[config.mk]
export PLATFORM = sky130hd
export DESIGN_NAME = cpu_ctrl_fsm
export DESIGN_NICKNAME = d
export VERILOG_FILES = /design/src/rtl/cpu_ctrl_fsm_pkg.sv /design/src/rtl/cpu_ctrl_fsm_wait_counter.sv /design/src/rtl/cpu_ctrl_fsm.sv
export SDC_FILE = /design/constraint.sdc
export NUM_CORES = 1
export LEC_CHECK = 0
export BUFFER_PORTS_ARGS = -buffer_cell sky130_fd_sc_hd__buf_2
export CAP_MARGIN = 20
export CORE_UTILIZATION = 30
export CTS_CLUSTER_DIAMETER = 60
export DETAILED_ROUTE_END_ITERATION = 16
export GPL_TIMING_DRIVEN = 0
export HOLD_SLACK_MARGIN = 0.12
export PLACE_DENSITY = 0.54
export SLEW_MARGIN = 10
export SYNTH_ARGS = -nofsm -noshare
export SYNTH_HDL_FRONTEND = slang
export SYNTH_SLANG_ARGS = --single-unit
[constraint.sdc]
create_clock -name clk -period 1.8 [get_ports clk]
set_input_delay 0.36 -clock clk [delete_from_list [all_inputs] [get_ports clk]]
set_output_delay 0.36 -clock clk [all_outputs]
set_load 0.05 [all_outputs]
[src/rtl/cpu_ctrl_fsm_pkg.sv]
// rtl/cpu_ctrl_fsm_pkg.sv - shared state and op-class encodings for the instruction sequencer
// Purpose: single source of truth for the sequencer state encoding (also exported on state_o
//          for trace) and the decoder op_class codes.
// Ports:   none (package).
package cpu_ctrl_fsm_pkg;

  localparam int CTRL_STATE_W = 4;

  typedef enum logic [CTRL_STATE_W-1:0] {
    S_INIT       = 4'd0,
    S_FETCH      = 4'd1,
    S_FETCH_WAIT = 4'd2,
    S_DECODE     = 4'd3,
    S_EXEC       = 4'd4,
    S_MEM        = 4'd5,
    S_WB         = 4'd6,
    S_NEXT_INS   = 4'd7,
    S_HALT       = 4'd8
  } state_t;

  typedef enum logic [1:0] {
    OPC_ALU    = 2'd0,
    OPC_LOAD   = 2'd1,
    OPC_STORE  = 2'd2,
    OPC_BRANCH = 2'd3
  } op_class_t;

endpackage

[src/rtl/cpu_ctrl_fsm_wait_counter.sv]
// rtl/cpu_ctrl_fsm_wait_counter.sv - loadable saturating down-counter with last-cycle flag
// Purpose: module ctrl_wait_counter. Holds load_val while load=1; each cycle with dec=1 counts
//          down, stopping at 0. done is high while the count is exactly 1, i.e. during the last
//          counted cycle. A load value of 0 therefore never raises done.
// Ports:
//   clk       in  1  clock
//   reset_n   in  1  synchronous active-low reset (count <= 0)
//   load      in  1  reload count from load_val (has priority over dec)
//   dec       in  1  count down by one, saturating at 0
//   load_val  in  W  reload value
//   done      out 1  count == 1
module ctrl_wait_counter #(
  parameter int W = 4
) (
  input  logic         clk,
  input  logic         reset_n,
  input  logic         load,
  input  logic         dec,
  input  logic [W-1:0] load_val,
  output logic         done
);

  logic [W-1:0] count;

  always_ff @(posedge clk) begin
    if (!reset_n) begin
      count <= '0;
    end else if (load) begin
      count <= load_val;
    end else if (dec && (count != '0)) begin
      count <= count - 1'b1;
    end
  end

  assign done = (count == W'(1));

endmodule

[src/rtl/cpu_ctrl_fsm.sv]
// rtl/cpu_ctrl_fsm.sv - multi-cycle fetch/decode/execute/memory/writeback sequencer
// Purpose: drives datapath write enables and the data-memory port from a Moore FSM.
//          Optional debug halt is compiled in with the macro CTRL_DEBUG_HALT_EN.
// Parameters: FETCH_WAIT (1..15), MEM_WAIT_MAX (0..255, 0 = no timeout), STATE_W.
// Ports:
//   clk, reset_n          clock, synchronous active-low reset
//   op_class[1:0]         decoded class, captured in S_DECODE
//   mem_ready             data memory done (looked at only in S_MEM)
//   halt_req              debug halt request (CTRL_DEBUG_HALT_EN only)
//   fd_wren, rf_wren,
//   pc_wren               datapath write enables
//   mem_req, mem_we       data-memory request / write qualifier
//   mem_err               one-cycle pulse after a memory timeout
//   halted                core halted
//   state_o[STATE_W-1:0]  current state for trace
module cpu_ctrl_fsm
  import cpu_ctrl_fsm_pkg::*;
#(
  parameter int FETCH_WAIT   = 1,
  parameter int MEM_WAIT_MAX = 15,
  parameter int STATE_W      = 4
) (
  input  logic               clk,
  input  logic               reset_n,
  input  logic [1:0]         op_class,
  input  logic               mem_ready,
  input  logic               halt_req,
  output logic               fd_wren,
  output logic               rf_wren,
  output logic               mem_req,
  output logic               mem_we,
  output logic               pc_wren,
  output logic               mem_err,
  output logic               halted,
  output logic [STATE_W-1:0] state_o
);

  state_t    state, state_next;
  op_class_t op_q;
  logic      fetch_done;
  logic      mem_limit;
  logic      mem_err_next;

  // Each counter sits loaded while outside its state, so it is fresh on entry.
  ctrl_wait_counter #(.W(4)) u_fetch_wait (
    .clk      (clk),
    .reset_n  (reset_n),
    .load     (state != S_FETCH_WAIT),
    .dec      (state == S_FETCH_WAIT),
    .load_val (4'(FETCH_WAIT)),
    .done     (fetch_done)
  );

  // Counts down the remaining not-ready budget; MEM_WAIT_MAX=0 never reaches 1.
  ctrl_wait_counter #(.W(8)) u_mem_wait (
    .clk      (clk),
    .reset_n  (reset_n),
    .load     (state != S_MEM),
    .dec      ((state == S_MEM) && !mem_ready),
    .load_val (8'(MEM_WAIT_MAX)),
    .done     (mem_limit)
  );

  // op_class is latched so mem_we and routing depend only on registers.
  always_ff @(posedge clk) begin
    if (!reset_n) begin
      state   <= S_INIT;
      op_q    <= OPC_ALU;
      mem_err <= 1'b0;
    end else begin
      state   <= state_next;
      mem_err <= mem_err_next;
      if (state == S_DECODE) begin
        op_q <= op_class_t'(op_class);
      end
    end
  end

  always_comb begin
    state_next   = state;
    mem_err_next = 1'b0;
    case (state)
      S_INIT:       state_next = S_FETCH;
      S_FETCH:      state_next = S_FETCH_WAIT;
      S_FETCH_WAIT: if (fetch_done) state_next = S_DECODE;
      S_DECODE:     state_next = S_EXEC;
      S_EXEC: begin
        case (op_q)
          OPC_ALU:             state_next = S_WB;
          OPC_LOAD, OPC_STORE: state_next = S_MEM;
          default:             state_next = S_NEXT_INS;
        endcase
      end
      S_MEM: begin
        // A ready arriving on the limit cycle completes normally.
        if (mem_ready) begin
          state_next = (op_q == OPC_LOAD) ? S_WB : S_NEXT_INS;
        end else if (mem_limit) begin
          state_next   = S_NEXT_INS;
          mem_err_next = 1'b1;
        end
      end
      S_WB:         state_next = S_NEXT_INS;
`ifdef CTRL_DEBUG_HALT_EN
      S_NEXT_INS:   state_next = halt_req ? S_HALT : S_FETCH;
      S_HALT:       if (!halt_req) state_next = S_FETCH;
`else
      S_NEXT_INS:   state_next = S_FETCH;
`endif
      default:      state_next = S_INIT;
    endcase
  end

  assign fd_wren = (state == S_FETCH_WAIT) && fetch_done;
  assign rf_wren = (state == S_WB);
  assign mem_req = (state == S_MEM);
  assign mem_we  = (state == S_MEM) && (op_q == OPC_STORE);
  assign pc_wren = (state == S_NEXT_INS);
  assign state_o = STATE_W'(state);

`ifdef CTRL_DEBUG_HALT_EN
  assign halted = (state == S_HALT);
`else
  logic unused_halt_req;
  assign unused_halt_req = halt_req;
  assign halted = 1'b0;
`endif

endmodule

== Word-level counts from Yosys, hierarchy flattened ==
Index checks and enable logic that the tools add are counted.

* Output and inout port bits: 11
* Bits of input ports: 6
* Logic and storage cells: 55
* Register bits after elaboration: 19

* Reductions and logical operators: 18
* Equal/unequal tests: 15
* Mux-type cells: 11
* Add/sub/neg operators: 2
* Bitwise gates (word level): 2

{| class="wikitable"
|+ Operators with widths
! kind !! number
|-
| 4-bit case mux with 7 select lines || 1
|-
| 4-bit two-way mux || 5
|-
| 4-bit by 3-bit == test with 1-bit output, second input constant || 4
|-
| 4-bit by 1-bit == test with 1-bit output, second input constant || 2
|-
| 4-bit by 2-bit == test with 1-bit output, second input constant || 2
|-
| 8-bit by 1-bit == test with 1-bit output, second input constant || 1
|-
| 8-bit nonzero test || 1
|-
| 2-bit OR reduction || 4
|-
| 8-bit by 1-bit subtractor with 8-bit output, second input constant || 1
|-
| 1-bit logical AND || 5
|-
| 4-bit logical NOT || 1
|-
| 1-bit two-way mux || 4
|-
| 4-bit by 2-bit inequality test with 1-bit output, second input constant || 1
|-
| 4-bit by 3-bit inequality test with 1-bit output, second input constant || 1
|-
| 2-bit case mux with 2 select lines || 1
|-
| 2-bit nonzero test || 2
|-
| 4-bit nonzero test || 1
|-
| 4-bit by 1-bit subtractor with 4-bit output, second input constant || 1
|-
| 3-bit by 2-bit inequality test with 1-bit output, second input constant || 1
|-
| 3-bit OR reduction || 1
|-
| 2-bit by 1-bit == test with 1-bit output, second input constant || 1
|-
| 2-bit == test, second input constant || 1
|-
| 2-bit logical NOT || 1
|-
| 2-bit inequality test, second input constant || 1
|-
| other kinds (3) || 4
|}

== Logic depth before layout (Yosys ltp) ==
Gate-level depths: netlist (run 1).

* Word-level depth: 5
* Depth in mapped cells: 6
* Mapped depth without buffers: 6

== Modules after synthesis ==
Synthesis (run 1) repeated with hierarchy kept, for this count alone.

* Cell total of the unflattened synthesis: 140
* Area total of the unflattened synthesis: 1,164.9 um2

{| class="wikitable"
|+ Modules (own cells, without submodules)
! module !! times used !! sequential area each (um2) !! area an instance (um2) !! cells each
|-
| ctrl_wait_counter at u_mem_wait || 1 || 160.2 || 513.0 || 59
|-
| cpu_ctrl_fsm || 1 || 120.1 || 380.4 || 46
|-
| ctrl_wait_counter at u_fetch_wait || 1 || 80.1 || 271.5 || 35
|}

== Least setup slack after synthesis (run 1) ==
No wires, ideal clock.

* Path type: register to output
* Start: register state[2], in the netlist state_o[2]
* End: output port rf_wren
* Buffers on the path: 1
* Cell stages (with the launch flop): 4
* Arrival: 2,125 ps
* Data required time: 1,440 ps
* Slack: -685 ps
* Cells stage by stage: dfxtp_1 buf_2 inv_1 nor3b_1

* Longest elaborated chain between the ends: 1

{| class="wikitable"
|+ Ends and longest elaborated chain
! what !! line !! source
|-
| start: declaration || cpu_ctrl_fsm.sv:38 || <nowiki>state_t state, state_next;</nowiki>
|-
| start signal: assignment || cpu_ctrl_fsm.sv:71 || <nowiki>state <= state_next;</nowiki>
|-
| 4-bit by 3-bit == test with 1-bit output || cpu_ctrl_fsm.sv:115 || <nowiki>assign rf_wren = (state == S_WB);</nowiki>
|-
| end: declaration || cpu_ctrl_fsm.sv:29 || <nowiki>output logic rf_wren,</nowiki>
|}

No other way between the ends.

== Worst setup path in the final report (run 1) ==
* Start: register state[1], in the netlist state_o[1]
* End: output port mem_we

* Longest elaborated chain between the ends: 2

{| class="wikitable"
|+ Ends and longest elaborated chain
! what !! line !! source
|-
| 4-bit by 3-bit == test with 1-bit output || cpu_ctrl_fsm.sv:117 || <nowiki>assign mem_we = (state == S_MEM) && (op_q == OPC_STORE);</nowiki>
|-
| 1-bit logical AND || cpu_ctrl_fsm.sv:117 ||
|-
| end: declaration || cpu_ctrl_fsm.sv:31 || <nowiki>output logic mem_we,</nowiki>
|}

No other way between the ends.

==> metrics.txt, run 1 <==
asr flop ratio synth 0%; number of routed nets with antenna violations 0; Routed WL 1920 um; Reg2Reg Depth 4; DR vias/cell roughly 4.8; Util after Layout about two fifths; std cell rows 20; Logic pwr share approximately 29%; mux cell area share after synthesis about 3.9%; area growth from synthesis to layout 17.8%; PwrDens around 800 mW/mm^2; cts hold-fix bufs 0; DIE AREA roughly 0.0037 mm^2; ant diodes 0; crit path buf inv count 2; dpl ws roughly 0.11 ns; TritonCTS buffer count 3; io pins 17; CTS tree built; Vert. Die Dim roughly 61 um; hpwl dp between 1000 and 1500 um; complex-gate fraction of the synthesized area between 10% and 20%; simple-gate share of the synthesized area about a quarter; flops & latches, synth 18; Final Skew about 0.00056 ns; DIE WIDTH 60.5 um; critical path peak fanout 8; DR pass1 iterations 3; R2R setup slack approximately 0.31 ns; Slowest-stage cell, CP dfxtp_2; synthesized area between 0.001 and 0.0015 mm^2; number of synthesized flops with an enable pin 0; Initial Util about 33%; gr ovfl total 0; DRT iter0 DRCs 13; Setup WS post-layout 0.0894 ns; net switching fraction of the power 36.3%; Placed Area about 0.0012 mm^2; crit path time final ~1.7 ns; Netlist cell types 37; reg-to-reg critical path startpoint u_mem_wait.count[0]; Root Buffer clkbuf_4; GRT Util Overall a little over an eighth; H-tree depth 1; final instance area 0.00121 mm^2; critical path class flop to output port; WHS roughly 0.31 ns; CP Launch Type flop; Slew Limit Fails 0; end point of the critical path mem_we; crit path cell chain nand3b_4 -> inv_4 -> and2_2 -> buf_4; Seq pwr share about half; worst skew pair latency a little under 0.3 ns; status complete, no violations; core area approximately 0.0032 mm^2; layout cells sized above 1 24.6%; period utilization between 90% and 100%; Clk pwr share roughly a fifth; routed wire length per instance roughly 11 um; Clk pin slew, worst setup/hold paths approximately 0.10 ns; cell count after placement roughly 180; CTS max path bufs 2; drt drc 0; Post-Syn Instances 119; initial antenna violation count 0; syn_area_per_cell ~8.6 um^2; area share of the largest cell type after synthesis a little over a third; Hold Vio Cnt, Final 0; first-pass GRT wire length 3700 um; setup TNS 0 ns; cell family with most CP delay flip-flops; Placer Congestion approximately 0.75; Yosys top cell by area dfxtp_1; Yosys warning count 0; Total Power 0.972 mW; Setup violations, final 0; Pleak just over 0.5 nW; CP Launch Point state_o[1]; largest net degree at the start of global routing 11; Worst Setup End Kind output port; FF-to-FF End u_mem_wait.count[7]; worst path arrival time between 1 and 1.5 ns; HP Class input pin to flop; post-synthesis sequential area ratio 35.1%; top cells by area, synth dfxtp_1 (35%), ha_1 (8.5%), nor2_1 (5.5%), nor4_4 (4.1%), mux2i_1 (3.9%); crit-path max cell delay around 0.41 ns; maxcap violations 0; # nets final ~150; clk sink count 18; Synth Area in XOR/XNOR under 10%; post-synthesis adder-cell area fraction between 8 and 9%; Fmax achieved approximately 580 MHz; final non-filler cell total roughly 180; number of port buffers 13; Synth Flop Type dfxtp_1; Levels on crit path 4; Data required, critical path around 1.4 ns; P_int ~0.62 mW; RSZ-0062 raised after global routing no; largest family of logic cells by synthesized area simple AND/OR/NAND/NOR gates; VDD IR max roughly 0.42 mV; Sw Pwr ~0.35 mW; via count between 800 and 900; vias in the first global route 850
==> worst min-delay path: cells and delay by family <==
family	cells	cell delay [ns]
AOI/OAI and AO/OA	1	0.06
and+or+nand+nor	1	0.04
buffers and inverters	1	0.09
==> power groups by stage <==
| stage | combinational, mW | clock [mW] | sequential (mW) |
|---|---|---|---|
| 6_report | 0.281 | 0.198 | 0.492 |
| 5_1_grt | 0.311 | 0.230 | 0.500 |
| 4_1_cts | 0.282 | 0.210 | 0.490 |
| 3_5_place_dp | 0.297 | 0 | 0.470 |
| 3_3_place_gp | 0.295 | 0 | 0.469 |
| 2_1_floorplan | 0.190 | 0 | 0.517 |
==> cells in the mapped netlist (2+ instances only) <==
cell / number
or3_1: 2
a21oi_1: 7
nor2_1: 15
buf_2: 2
mux2i_1: 4
and2_1: 2
nand2_1: 7
inv_1: 9
dfxtp_1: 18
a21boi_0: 2
nand2b_1: 2
a211oi_1: 2
nor3b_1: 2
nor2b_1: 2
a21boi_1: 4
ha_1: 7
nor4_4: 2
o21ai_0: 3
nor3_1: 3
buf_4: 2
nand3_1: 3
xnor2_1: 3
a31oi_1: 2
==> layer usage <==
layer / share of wire (%) / up-vias / global-route usage (%)
li1: - / 440 / -
met1: 47 / 396 / 16.4
met2: 49 / 12 / 22.9
met3: 2.8 / 4 / 2.13
met4: 1.4 / 0 / 6.82
met5: 0 / - / 0
==> layout by cell type (no fill, tap or decap), drive strengths merged <==
cell type	synthesis	final
dfxtp	18	18
nor2	15	15
buf	4	15
inv	10	10
nand2	7	7
a21oi	7	7
ha	7	7
a21boi	6	6
mux2i	4	4
clkbuf	1	4
nand3	3	3
o21ai	3	3
xnor2	3	3
nor3	3	3
a211oi	3	3
nand2b	2	2
nor4	2	2
a31oi	2	2
nor2b	2	2
or3	2	2
conb	1	2
nand3b	2	2
nor3b	2	2
and2	2	2
and3	1	1
or3b	1	1
o221a	1	1
nand4	1	1
or4	1	1
o41ai	1	1
o311ai	1	1
o21a	1	1
==> worst min-delay path by stage <==
| stage | startpoint | to | slack [ns] | cells after the start |
|---|---|---|---|---|
| after floorplan | mem_ready | mem_err | 0.44 | 1 |
| after global placement | op_q[0] | op_q[0] | 0.49 | 2 |
| after detailed placement | op_q[1] | op_q[1] | 0.51 | 2 |
| after CTS | op_class[0] | op_q[0] | 0.30 | 3 |
| after global routing | op_class[0] | op_q[0] | 0.32 | 3 |
| final | op_class[0] | op_q[0] | 0.31 | 3 |
==> registers in the layout, indices dropped and copies added (netlist names) <==
register and cells:
mem_err 1, op_q 2, state_o 3, u_fetch_wait.count 4, u_mem_wait.count 8
==> area by class of cell <==
class | count | area [um^2]
Tap cell | 44 | 55.1
Timing Repair Buffer | 13 | 70.1
Multi-Input combinational cell | 87 | 634
Inverter | 10 | 40.0
Sequential cell | 18 | 369
Buffer | 3 | 18.8
Fill cell | 348 | 1940
Clock buffer | 3 | 22.5
==> cell families (layout without fill, tap and decap cells) <==
logic type               Yosys count  count (layout)
AO/OA/AOI/OAI                     25              25
XOR/XNOR                           3               3
adder cells (fa/ha/maj)            7               7
buffers and inverters             15              29
flip-flops                        18              18
multiplexers                       4               4
other                              1               2
AND/OR/NAND/NOR                   46              46
==> what timing repair did <==
action | 4_1_cts | 5_1_grt
pin swaps | 0 | 0
endpoints found under the hold margin | 0 | 0
buffers inserted | 0 | 0
setup endpoints to repair | 3 | 4
resized for setup | 5 | 2
(Power assumes the default switching activity.)
==> inputs of run 2 (changes only) <==
--- a/config.mk
+++ b/config.mk
@@ -7,6 +7,7 @@
 export LEC_CHECK = 0
 export BUFFER_PORTS_ARGS = -buffer_cell sky130_fd_sc_hd__buf_2
 export CAP_MARGIN = 20
+export CORE_ASPECT_RATIO = 0.5
 export CORE_UTILIZATION = 30
 export CTS_CLUSTER_DIAMETER = 60
 export DETAILED_ROUTE_END_ITERATION = 16
==> run 2 against run 1 <==
Effect of this change:
- cell count down 1.7%
- core utilization up 0.73 points
- count of clock-buffer cells in the layout up 1
- global-route usage down 1.6 points
- highest routed layer is now met3
- final area up 1.3%
- register-to-register slack about the same
- largest cell class unchanged
- sequential cell count unchanged
- critical path type unchanged
- critical path depth unchanged
==> metrics.txt, run 2 (synthesized netlist as in run 1, its figures left out) <==
status complete, no violations; Clk pin slew, worst setup/hold paths about 0.070 ns; std cell rows 14; crit-path max cell delay between 0.4 and 0.5 ns; TritonCTS buffer count 3; P_int ~0.73 mW; PwrDens 897 mW/mm^2; R2R setup slack around 0.3 ns; net switching fraction of the power about 34%; Initial Util 32.8%; clk sink count 18; end point of the critical path mem_we; Placer Congestion approximately 0.8; CTS tree built; Seq pwr share 44.4%; largest net degree at the start of global routing 11; io pins 17; Logic pwr share between 20% and 30%; most frequent cells in the layout dfxtp_1 (15), nor2_1 (14), buf_2 (11); FF-to-FF End u_mem_wait.count[7]; number of port buffers 13; final non-filler cell total about 180; RSZ-0062 raised after global routing no; period utilization around 95%; setup TNS 0 ns; cell count after placement approximately 170; Sw Pwr about 0.37 mW; initial antenna violation count 0; VDD IR max roughly 0.19 mV; final instance area approximately 0.0012 mm^2; first-pass GRT wire length around 3300 um; DIE AREA ~0.0037 mm^2; Pleak about 0.53 nW; Reg2Reg Depth 4; HP Class input pin to flop; DR pass1 iterations 6; core area between 0.003 and 0.004 mm^2; DRT iter0 DRCs 31; number of routed nets with antenna violations 0; routed wire length per instance between 10 and 15 um; worst skew pair latency around 0.26 ns; DIE WIDTH approximately 85 um; crit path cell chain nand3b_4 -> inv_4 -> and2_2 -> buf_4; Largest Register u_mem_wait.count; maxcap violations 0; crit path time final between 1.5 and 2 ns; CP Launch Type flop; WHS 0.355 ns; reg-to-reg critical path startpoint u_mem_wait.count[0]; Clk pwr share a little under a third; critical path peak fanout 10; Hold Vio Cnt, Final 0; DR vias/cell 4.87; GRT Util Overall around an eighth; Slowest-stage cell, CP dfxtp_2; CTS max path bufs 2; H-tree depth 1; vias in the first global route around 750; Placed Area roughly 0.0012 mm^2; # nets final roughly 150; Final Skew just over 0.003 ns; gr ovfl total 0; Slew Limit Fails 0; hold wc startpoint op_class[1]; via count roughly 850; Data required, critical path 1.44 ns; worst path arrival time around 1.4 ns; hpwl dp about 1500 um; Worst Setup End Kind output port; CP Launch Point state_o[2]; Routed WL 1990 um; layout cells sized above 1 around 25%; Root Buffer clkbuf_8; drt drc 0; Setup violations, final 0; area growth from synthesis to layout 19.4%; cts hold-fix bufs 0; Vert. Die Dim 43.4 um; max reg flops 8; commonest non-fill, non-tap cell in the layout dfxtp_1; ant diodes 0; critical path class flop to output port; Util after Layout approximately two fifths; Fmax achieved 586 MHz
-- run 2: how the worst min path moves through the flow --
stage / end / slack (ns) / cells past startpoint
5_1_grt: op_q[0] / 0.35 / 3
3_3_place_gp: op_q[1] / 0.49 / 2
4_1_cts: op_q[1] / 0.35 / 3
6_report: op_q[1] / 0.35 / 3
3_5_place_dp: op_q[1] / 0.51 / 2
2_1_floorplan: mem_err / 0.44 / 1
-- run 2: routing by layer --
metal	vias to the layer above	wire length (um)	global-route usage (%)
met5	-	0	0
met1	394	1010	15.3
met3	0	71	4.00
li1	444	-	-
met4	0	0	3.05
met2	15	910	19.3
-- run 2: power by group through the flow --
stage | Combinational [mW] | Sequential, mW | Clock, mW
floorplan | 0.190 | 0.517 | 0
global placement | 0.296 | 0.470 | 0
finish | 0.273 | 0.488 | 0.338
detailed placement | 0.297 | 0.471 | 0
CTS | 0.310 | 0.462 | 0.348
global route | 0.303 | 0.497 | 0.364
-- run 2: repair_timing --
item                                   CTS  global route
endpoints found under the hold margin    0             0
pin swaps                                0             0
cloned                                   0             0
gates resized for setup                  4             0
setup endpoints to repair                2             5
buffers inserted                         0             0
-- run 2: layout make-up --
type | instances | area (um^2)
clock buffers | 4 | 55.1
fillers | 323 | 1910
inverters | 10 | 40.0
well taps | 40 | 50.0
multi-input cells | 87 | 628
plain buffers | 3 | 18.8
repair buffers | 13 | 70.1
flip-flops and latches | 18 | 364
-- run 2: worst max-delay path, delay by kind of cell, from the launching register on --
| family | cells | cell delay, ns |
|---|---|---|
| flops | 1 | 0.47 |
| simple gates | 2 | 0.30 |
| buf+inv | 2 | 0.32 |
-- run 2: per-stage QoR --
| stage | worst slack, ns | total power [mW] |
|---|---|---|
| 2_1_floorplan | -0.0403 | 0.707 |
| 3_3_place_gp | 0.130 | 0.766 |
| 3_5_place_dp | 0.133 | 0.768 |
| 4_1_cts | 0.0131 | 1.12 |
| 5_1_grt | 0.00336 | 1.16 |
| 6_report | 0.0932 | 1.10 |
==> inputs of run 3 (changes only) <==
--- a/config.mk
+++ b/config.mk
@@ -13,8 +13,9 @@
 export DETAILED_ROUTE_END_ITERATION = 16
 export GPL_TIMING_DRIVEN = 0
 export HOLD_SLACK_MARGIN = 0.12
-export PLACE_DENSITY = 0.54
+export PLACE_DENSITY = 0.53
 export SLEW_MARGIN = 10
 export SYNTH_ARGS = -nofsm -noshare
 export SYNTH_HDL_FRONTEND = slang
+export SYNTH_HIERARCHICAL = 1
 export SYNTH_SLANG_ARGS = --single-unit
==> run 3 against run 2 <==
Effect of this change:
- the flow now finishes with violations (setup timing)
- sequential share of layout area is 4.8 points lower
- non-clock buffer count up 10
- synthesized area increased by 13%
- critical endpoint is now u_mem_wait/count[5]
- worst hold slack got worse by 0.018 ns
- first-iteration DRC count down 19%
- setup slack worse by 0.095 ns
- core utilization grew 2.8 points
- routed wire length up 20%
- maximum frequency is 5.3% lower
==> metrics.txt, run 3 <==
Slowest-stage cell, CP or3b_4; CP Launch Type flop; dpl ws -0.0682 ns; Yosys warning count 6; area growth from synthesis to layout 28.1%; Final Skew 0.00685 ns; DIE AREA roughly 0.0042 mm^2; Util after Layout a little over two fifths; first-pass GRT wire length 3870 um; worst path arrival time 1.94 ns; number of routed nets with antenna violations 0; WHS between 0.3 and 0.4 ns; io pins 17; synthesized area 0.00116 mm^2; critical path class flop to flop; vias in the first global route 850; Hold Vio Cnt, Final 0; Root Buffer clkbuf_8; largest net degree at the start of global routing 16; DRT iter0 DRCs 25; GRT Util Overall 12.0%; Post-Syn Instances between 100 and 150; Pleak 0.685 nW; HP Class input pin to flop; CTS tree built; syn_area_per_cell ~8.3 um^2; Synth Flop Type dfxtp_1; crit path cell chain nand3b_4 -> nor2_4 -> or3b_4 -> buf_4 -> a21oi_1 -> and4_1 -> a211oi_2; DR pass1 iterations 4; H-tree depth 1; max reg flops 8; status complete, but fails checks; critical path peak fanout 6; TritonCTS buffer count 3; most instantiated cells after synthesis dfxtp_1 (18), inv_1 (13), nand2_1 (11); std cell rows 15; period utilization 100%; RSZ-0062 raised after global routing yes; DIE WIDTH 90.1 um; crit path time final approximately 1.8 ns; VDD IR max between 0.2 and 0.3 mV; crit path buf inv count 1; Netlist cell types 49; number of synthesized flops with an enable pin 0; maxcap violations 0; gr ovfl total 0; Largest Register u_mem_wait/count; number of port buffers 13; crit-path max cell delay 0.40 ns; initial antenna violation count 0; net switching fraction of the power between 30% and 40%; Yosys top cell by area dfxtp_1; Fmax achieved about 560 MHz; most frequent cells in the layout dfxtp_1 (15), conb_1 (14), inv_1 (13), buf_2 (13), nand2_1 (11); DR vias/cell 4.65; Sw Pwr between 0.4 and 0.5 mW; Vert. Die Dim 46.1 um; ant diodes 0; area share of the largest cell type after synthesis a little under a third; Worst Setup End Kind flop; Seq pwr share 42.4%; cell family with most CP delay simple AND/OR/NAND/NOR gates; Routed WL 2390 um; # nets final 190; Slew Limit Fails 0; Setup WS post-layout -0.00163 ns; Placer Congestion ~0.75; Clk pin slew, worst setup/hold paths 0.07 ns; Data required, critical path 1.94 ns; clk sink count 18; asr flop ratio synth 0%; CTS max path bufs 2; routed wire length per instance approximately 11 um; Clk pwr share around a quarter; R2R setup slack -0.002 ns; count leader, synth dfxtp_1; drt drc 0; failing checks setup timing; Initial Util between 30 and 40%; hpwl dp ~1700 um; P_int 0.774 mW; Setup violations, final 1; core area about 0.0036 mm^2; layout cells sized above 1 26.9%; post-synthesis sequential area ratio between 30% and 40%; flops & latches, synth 18; commonest non-fill, non-tap cell in the layout dfxtp_1; worst skew pair latency 0.26 ns; Logic pwr share roughly a third; via count ~1,100; top cells by area, synth dfxtp_1 (31%), ha_1 (8.6%), inv_1 (4.2%), o21ai_0 (3.9%), nand2_1 (3.5%); PwrDens just over 800 mW/mm^2
## run 3: cell types whose count changed in the layout (fill, tap and decap cells not counted), moves of 3 or more
cell and delta:
conb_1 +12, nor2_1 -8, buf_4 +6, o21ai_0 +6
inv_1 +4, mux2i_1 -4, nand2_1 +4, and3_1 +3
dfxtp_2 -3, dfxtp_4 +3, nand3_1 +3
## run 3: layout make-up
class                           instances  area (um^2)
Fill cell                             386         2070
Multi-Input combinational cell        112          803
Sequential cell                        18          372
Timing Repair Buffer                   20          120
Tap cell                               51         63.8
Inverter                               15         57.6
Clock buffer                            4         45.0
Buffer                                  6         31.3
## run 3: worst register-to-register path, cell delays in order (launching register included)
cell,delay (ns)
dfxtp_4,0.37
nand3b_4,0.18
nor2_4,0.13
or3b_4,0.40
buf_4,0.15
a21oi_1,0.17
and4_1,0.23
a211oi_2,0.05
## run 3: what timing repair did
action                                 CTS  global route
pin swaps                                0             6
setup endpoints to repair                6             5
hold buffers                             0             0
gates resized for setup                  6             4
setup buffers                            0             7
endpoints found under the hold margin    0             0
## run 3: stage by stage
| step | power (mW) | cells | cell area [um^2] | TNS, ns |
|---|---|---|---|---|
| 4_1_cts | 1.22 | 220 | 1430 | 0 |
| 3_5_place_dp | 0.907 | 216 | 1360 | -0.141 |
| 6_report | 1.24 | 226 | 1490 | -0.00163 |
| 5_1_grt | 1.31 | 226 | 1490 | -0.0617 |
| 2_1_floorplan | 0.822 | 152 | 1230 | -0.0201 |
| 3_3_place_gp | 0.903 | 216 | 1360 | -0.122 |
## run 3: routing by layer
layer	share of wire [%]	GRT usage [%]	vias up
li1	-	-	558
met1	52	15.9	472
met5	0	0	-
met3	5.3	4.95	0
met2	43	18.9	21
met4	0	1.94	0
## run 3: power groups by stage
stage / Clock [mW] / Combinational, mW / Sequential (mW)
after floorplan: 0 / 0.261 / 0.561
after global placement: 0 / 0.384 / 0.518
after detailed placement: 0 / 0.389 / 0.517
after CTS: 0.315 / 0.399 / 0.511
after global routing: 0.322 / 0.459 / 0.532
final: 0.300 / 0.413 / 0.525
## run 3: kinds of logic after synthesis
kind of cell,after synthesis,share of synthesized area [%]
DFF,18,30.9
buffers and inverters,22,8.48
xor gates and xnor gates,4,3.01
and+or+nand+nor,53,27.0
adders and majority gates,8,8.59
AOI/OAI and AO/OA,33,21.4
other,2,0.645
## run 3: final timing paths
path                                            end  cells after the start        start
worst max-delay path            u_mem_wait/count[5]                      7   state_o[1]
worst min-delay path                        op_q[0]                      3  op_class[0]
worst min register to register              op_q[0]                      2      op_q[0]
worst max register to register  u_mem_wait/count[5]                      7   state_o[1]
